File: src/rtl/bs_pkg.sv
// Shared constants for the bit_serial datapath and its instruction fetch unit:
// opcode encodings, instruction width and the fetch FSM state type.
package bs_pkg;

  localparam int IW     = 3;
  localparam int PASS_W = 8;

  localparam logic [IW-1:0] OP_RESET    = 3'b000;
  localparam logic [IW-1:0] OP_STALL    = 3'b001;
  localparam logic [IW-1:0] OP_MULT_YD  = 3'b010;
  localparam logic [IW-1:0] OP_MULT_X1D = 3'b011;
  localparam logic [IW-1:0] OP_ADD      = 3'b100;
  localparam logic [IW-1:0] OP_WAIT_SW  = 3'b110;
  localparam logic [IW-1:0] OP_INIT     = 3'b111;

  typedef enum logic [0:0] {
    IDLE = 1'b0,
    RUN  = 1'b1
  } fetch_state_t;

  // Increment that sticks at the all-ones value instead of rolling over.
  function automatic logic [PASS_W-1:0] sat_inc(input logic [PASS_W-1:0] value);
    return (value == {PASS_W{1'b1}}) ? value : value + PASS_W'(1);
  endfunction

endpackage

File: src/rtl/prog_mem.sv
// Program store: DEPTH x IW register file with synchronous write and
// asynchronous read; every entry resets to OP_STALL.
module prog_mem
  import bs_pkg::*;
#(
  parameter int IW = 3,
  parameter int AW = 3
) (
  input  logic          i_clk,
  input  logic          i_rst,
  input  logic          wr_en,
  input  logic [AW-1:0] wr_addr,
  input  logic [IW-1:0] wr_data,
  input  logic [AW-1:0] rd_addr,
  output logic [IW-1:0] rd_data
);

  localparam int DEPTH = 2 ** AW;

  logic [IW-1:0]    mem_reg [DEPTH];
  logic [DEPTH-1:0] wr_sel;

  generate
    for (genvar gi = 0; gi < DEPTH; gi++) begin : g_wr_sel
      assign wr_sel[gi] = wr_en && (wr_addr == AW'(gi));
    end
  endgenerate

  // Reset must clear every entry, so this cannot map onto a block RAM.
  always_ff @(posedge i_clk or negedge i_rst) begin
    if (!i_rst) begin
      for (int i = 0; i < DEPTH; i++) begin
        mem_reg[i] <= IW'(OP_STALL);
      end
    end else begin
      for (int i = 0; i < DEPTH; i++) begin
        if (wr_sel[i]) begin
          mem_reg[i] <= wr_data;
        end
      end
    end
  end

  assign rd_data = mem_reg[rd_addr];

endmodule

File: src/rtl/instr_fetch.sv
// Program counter and run/idle control feeding bit_serial; owns the program
// store and reports wraps, rejected writes and completed passes.
module instr_fetch
  import bs_pkg::*;
#(
  parameter int IW       = 3,
  parameter int AW       = 3,
  parameter int RESET_PC = 0
) (
  input  logic          i_clk,
  input  logic          i_rst,
  input  logic          i_load_en,
  input  logic [AW-1:0] i_load_addr,
  input  logic [IW-1:0] i_load_data,
  input  logic          i_run,
  input  logic          i_con_pcincr,
  output logic [IW-1:0] o_data_instruction,
  output logic [AW-1:0] o_pc,
  output logic          o_running,
  output logic          o_wrap,
  output logic          o_load_err,
  output logic [7:0]    o_pass_count
);

  localparam int DEPTH = 2 ** AW;

  fetch_state_t      state_reg;
  logic [AW-1:0]     pc_reg;
  logic              wrap_reg;
  logic              load_err_reg;
  logic [PASS_W-1:0] pass_count_reg;

  logic              mem_wr_en;
  logic [IW-1:0]     mem_rd_data;
  logic              pc_at_last;

  // Program is only writable while idle so a running program never changes under the PC.
  assign mem_wr_en  = i_load_en && (state_reg == IDLE);
  assign pc_at_last = (pc_reg == AW'(DEPTH - 1));

  prog_mem #(
    .IW (IW),
    .AW (AW)
  ) u_prog_mem (
    .i_clk   (i_clk),
    .i_rst   (i_rst),
    .wr_en   (mem_wr_en),
    .wr_addr (i_load_addr),
    .wr_data (i_load_data),
    .rd_addr (pc_reg),
    .rd_data (mem_rd_data)
  );

  always_ff @(posedge i_clk or negedge i_rst) begin
    if (!i_rst) begin
      state_reg      <= IDLE;
      pc_reg         <= AW'(RESET_PC);
      wrap_reg       <= 1'b0;
      load_err_reg   <= 1'b0;
      pass_count_reg <= '0;
    end else begin
      wrap_reg     <= 1'b0;
      load_err_reg <= 1'b0;
      case (state_reg)
        IDLE: begin
          if (i_run) begin
            state_reg <= RUN;
          end
        end
        RUN: begin
          load_err_reg <= i_load_en;
          // Leaving RUN wins over a same-cycle increment, so no wrap or count.
          if (!i_run) begin
            state_reg <= IDLE;
            pc_reg    <= AW'(RESET_PC);
          end else if (i_con_pcincr) begin
            pc_reg <= pc_reg + AW'(1);
            if (pc_at_last) begin
              wrap_reg       <= 1'b1;
              pass_count_reg <= sat_inc(pass_count_reg);
            end
          end
        end
        default: begin
          state_reg <= IDLE;
          pc_reg    <= AW'(RESET_PC);
        end
      endcase
    end
  end

  assign o_data_instruction = (state_reg == RUN) ? mem_rd_data : IW'(OP_STALL);
  assign o_pc               = pc_reg;
  assign o_running          = (state_reg == RUN);
  assign o_wrap             = wrap_reg;
  assign o_load_err         = load_err_reg;
  assign o_pass_count       = pass_count_reg;

endmodule

File: config.mk
export PLATFORM = sky130hd
export DESIGN_NAME = instr_fetch
export DESIGN_NICKNAME = d
export VERILOG_FILES = /design/src/rtl/bs_pkg.sv /design/src/rtl/prog_mem.sv /design/src/rtl/instr_fetch.sv
export SDC_FILE = /design/constraint.sdc
export NUM_CORES = 1
export LEC_CHECK = 0
export BUFFER_PORTS_ARGS = -buffer_cell sky130_fd_sc_hd__buf_2
export CAP_MARGIN = 20
export CORE_UTILIZATION = 25
export DETAILED_ROUTE_END_ITERATION = 6
export SETUP_SLACK_MARGIN = 0.05
export SLEW_MARGIN = 20
export SYNTH_ARGS = -nofsm -noshare
export SYNTH_HDL_FRONTEND = slang
export SYNTH_SLANG_ARGS = --single-unit
File: constraint.sdc
create_clock -name i_clk -period 2.5 [get_ports i_clk]
set_clock_uncertainty 0.2 [all_clocks]
set_input_delay 0.375 -clock i_clk [delete_from_list [all_inputs] [get_ports i_clk]]
set_output_delay 0.375 -clock i_clk [all_outputs]
set_load 0.005 [all_outputs]
Yosys cells after proc, flatten, opt, wreduce, memory -nomap -nowiden:

Cells that the tools add are included.
W data, S select, Z words.

* flip-flop bits (word level): 38

* $add $sub $neg: 2
* magnitude comparators: 1
* equality and inequality tests: 10
* multiplexer cells: 12
* bitwise logic cells: 3
* reduce and logical (&&, ||, !) cells: 12

Operators with widths (number)
* $eq A3 B3 Y1 const B: 5
* $mux W3: 5
* $bmux W3 S3: 1
* $logic_and A1 B1 Y1: 9
* $add A8 B1 Y8 const B: 1
* $eq A8 B8 Y1 const B: 1
* $eq A3 B2 Y1 const B: 2
* $mux W1: 6
* $reduce_and A5 Y1: 1
* $ge A4 B4 Y1 const B: 1
* $not A3 Y4: 1
* $add A3 B1 Y3 const B: 1
* $eq A3 B1 Y1 const B: 1
* $logic_not A3 Y1: 1
* $ne A2 B1 Y1 const B: 1
* $not A1 Y1: 2
* $reduce_and A2 Y1: 1

Depth between registers and ports, before layout:

* word-level depth: 5
* gate-level depth with buffers: 6

Modules after synthesis:

A second synthesis with hierarchy kept.

* cell total of the unflattened synthesis: 129
* area, all modules: 1898.1 um^2

By module, submodules not included
* prog_mem: instances 1, cells an instance 66, area each 1168.6 um^2
* instr_fetch: instances 1, cells an instance 63, area each 729.4 um^2

Worst setup path before layout:

OpenSTA, ideal clock, no wires.

* path kind: register to output
* start point: register pc_reg[1], in the netlist o_pc[1]
* end point: output port o_data_instruction[1]
* arrival time: 1.258 ns
* required time: 1.925 ns
* path slack: 0.667 ns
* cell stages (with the launch flop): 5
* path buffers: 1
* cells stage by stage: dfrtp_1 -> buf_6 -> mux4_2 -> o22ai_1 -> a311oi_1

* word-level cells in the longest chain between the ends: 5

Ends and longest elaborated chain
* start, declared: line instr_fetch.sv:28 `logic [AW-1:0] pc_reg;`
* start signal, assigned: line instr_fetch.sv:57 `pc_reg <= AW'(RESET_PC);`
* start signal, assigned: line instr_fetch.sv:75 `pc_reg <= AW'(RESET_PC);`
* start signal, assigned: line instr_fetch.sv:77 `pc_reg <= pc_reg + AW'(1);`
* $not A3 Y4 (implied by the code): line prog_mem.sv:44 `assign rd_data = mem_reg[rd_addr];`
* $bmux W3 S3: line prog_mem.sv:44
* $mux W3 (implied by the code) (2 in a row): line prog_mem.sv:44
* $mux W3: line instr_fetch.sv:92 `assign o_data_instruction = (state_reg == RUN) ? mem_rd_data : IW'(OP_STALL);`
* end, declared: line instr_fetch.sv:17 `output logic [IW-1:0] o_data_instruction,`

Every way passes these cells. The select of a mux whose other input is x is not followed.

Worst setup path in the final report:

* start point: register pc_reg[1], in the netlist o_pc[1]
* end point: output port o_data_instruction[0]

Same word-level chain as after synthesis.

==> metrics.txt <==
outcome finished, violations left; flops & latches, synth 38; Ant. Diodes 0; XOR/XNOR share of the synthesized area 2.307%; Initial Util 26.03%; total track usage 10.51%; Nets between 150 and 200; first-pass iteration count of the detailed router 4; PD cells a little under 700 mW/mm^2; Fmax 428.5 MHz; post-DR wirelength/cell 13.71 um; largest net degree at the start of global routing 39; EDFF count, synth 0; Post-Synth Adder-Cell Area 1.978%; hold_buf cts 0; Top Layer Used met4; Final period util 93.36%; worst skew pair latency 290 ps; most frequent cells in the layout dfrtp_1, mux2_2, buf_2, dfstp_2, mux2i_1; max_slew headroom a little under half; Final Wtd Congestion 0.7369; worst-path maximum fanout 9; Syn Nets about 150; Antenna Nets Post-Route 0; CTS tree built; initial antenna violation count 0; Inst Count DP approximately 260; Finished Cell Area 0.002210 sq mm; clock sinks 38; R2R cell count 6; Routed WL about 3700 um; Post-Synth Simple-Gate Area 11.73%; sequential share of the synthesized area 50.63%; die area 0.007945 sq mm; Clock power frac 28.4%; register share of total power between 50% and 60%; via count 1196; setup_tns 0 ps; Switching Share 25.31%; Synth Instances ~140; Worst EP required 1920 ps; r2r endpoint o_pass_count[1]$_DFFE_PN0P_; fill count between 700 and 800; post-synthesis compound-gate area fraction 5.801%; reg2reg setup slack 580 ps; Worst Tran Pin Value 814.9 ps; number of global-route vias before repair 1159; fraction of layout cells with a size suffix above 1 around 50%; Crit Reg-Reg Startpoint o_pc[0]$_DFFE_PN0P_; crit path kind reg2out; root buffer cell clkbuf_8; Async SR Flop Fraction 100.0%; Internal Power 1.123 mW; CORE AREA ~0.0073 sq mm; Die X 89.14 um; largest family of logic cells by synthesized area multiplexers; commonest non-fill, non-tap cell in the layout dfrtp_1; clk buf depth 2; hold crit path type in2async; Post-Syn Area approximately 0.0019 sq mm; via-per-instance ratio approximately 4.4; endpoints failing setup 0; met3 WL about 210 um; TritonCTS Buffers 5; max-slew violations 0; post-synthesis mux area share between 20% and 30%; Final Non-Filler Cells 269; CP Launch Type register; Final Hold Viols 30; Primary FF master, synth dfrtp_1; GRT Residual Overflow 0; Reg clk slew, reported paths about 70 ps; Peak VDD IR 0.1819 mV; area delta synth->final 16.41%; crit end category primary output; Synth Area per Inst 13.75 sq um; Yosys cell types 39; met2 wire len ~1700 um; first-pass GRT wire length 5989 um; depth of the CTS H-tree 2; Chip Height roughly 90 um; Psw about 380 uW; P_leak 0.9870 nW; placed inst area roughly 0.0021 sq mm; row count 31; boundary pin count 28; Starting DRT DRC Count between 70 and 80; Port Buffers 27; Yosys warning count 0; Max Cap Violations 0; post-layout minimum cycle time 2334 ps; failing checks hold timing; post-detail-place hpwl 2719 um; Hold WS -25.05 ps; combinational fraction of design power 17.7%; M1 WL 1678 um; RSZ-0062 raised after global routing no; max reg flops 24; Worst Path Arrival roughly 1800 ps; DRC 0
-- power by group through the flow --
stage / Clock [mW] / Sequential (mW) / Combinational, mW
floorplan: 0 / 0.783 / 0.217
detailed placement: 0 / 0.820 / 0.270
global route: 0.476 / 0.826 / 0.294
CTS: 0.447 / 0.809 / 0.271
global placement: 0 / 0.819 / 0.263
finish: 0.428 / 0.810 / 0.266
-- through the flow --
stage | hold WS [ps] | util [%] | worst slack [ps] | power, mW
2_1_floorplan | -120.6 | - | 667.5 | 1.000
5_1_grt | 46.77 | 30.30 | 72.42 | 1.596
3_3_place_gp | 286.8 | 29.03 | 425.6 | 1.081
4_1_cts | 0.1278 | 30.28 | 55.55 | 1.526
3_5_place_dp | 295.6 | 29.03 | 385.3 | 1.090
6_report | -25.05 | 30.30 | 166.1 | 1.504
-- metal layers --
layer  global-route usage, %  up-vias
li1                        -      571
met1                   12.69      593
met2                   16.31       27
met3                   4.709        5
met4                   4.329        0
met5                       0        -
-- timing repair --
action / 4_1_cts / 5_1_grt
gates resized for setup: 0 / 1
buffers inserted: 0 / 0
endpoints found under the setup margin: 0 / 3
-- layout make-up --
| type | count | area, sq um | area share [%] |
|---|---|---|---|
| inverters | 5 | 18.77 | 0.8494 |
| repair buffers | 28 | 142.6 | 6.455 |
| flip-flops and latches | 38 | 962.2 | 43.54 |
| multi-input cells | 91 | 870.8 | 39.41 |
| clock inverters | 1 | 5.005 | 0.2265 |
| well taps | 99 | 123.9 | 5.606 |
| clock buffers | 7 | 86.33 | 3.907 |
-- critical path, cell delays in order, from the launching register on --
cell and delay, ps:
dfrtp_2 490, buf_4 190, mux2i_1 110, mux4_2 470, nand2_1 90, buf_2 110
-- kinds of logic (layout without fill, tap and decap cells) --
| group | count (synthesis) | in the layout |
|---|---|---|
| AOI/OAI and AO/OA | 15 | 15 |
| xor gates and xnor gates | 5 | 5 |
| adders and majority gates | 3 | 3 |
| buffers and inverters | 9 | 41 |
| DFF | 38 | 38 |
| muxes | 38 | 38 |
| and+or+nand+nor | 30 | 30 |
-- synth_stat cells (3+ instances only) --
| master | instances | area share [%] |
|---|---|---|
| dfrtp_1 | 30 | 40 |
| mux2_2 | 28 | 17 |
| dfstp_2 | 8 | 11 |
| mux2i_1 | 7 | 3.7 |
| nand2_1 | 6 | 1.2 |
| inv_1 | 4 | 0.79 |
| nand3_1 | 4 | 1.1 |
| and3_1 | 3 | 0.99 |
| buf_6 | 3 | 1.8 |
| ha_1 | 3 | 2.0 |
| xnor2_1 | 3 | 1.4 |
-- worst max-delay path by stage --
stage               depth (start not counted)  slack (ps)                     to                 from
floorplan                                   4         670  o_data_instruction[1]  o_pc[1]$_DFFE_PN0P_
finish                                      5         170  o_data_instruction[0]  o_pc[1]$_DFFE_PN0P_
global route                                4          70  o_data_instruction[2]  o_pc[1]$_DFFE_PN0P_
detailed placement                          4         390  o_data_instruction[2]  o_pc[1]$_DFFE_PN0P_
CTS                                         4          60  o_data_instruction[2]  o_pc[1]$_DFFE_PN0P_
global placement                            4         430  o_data_instruction[2]  o_pc[1]$_DFFE_PN0P_
Note: power is estimated with default switching activity, not from simulation.
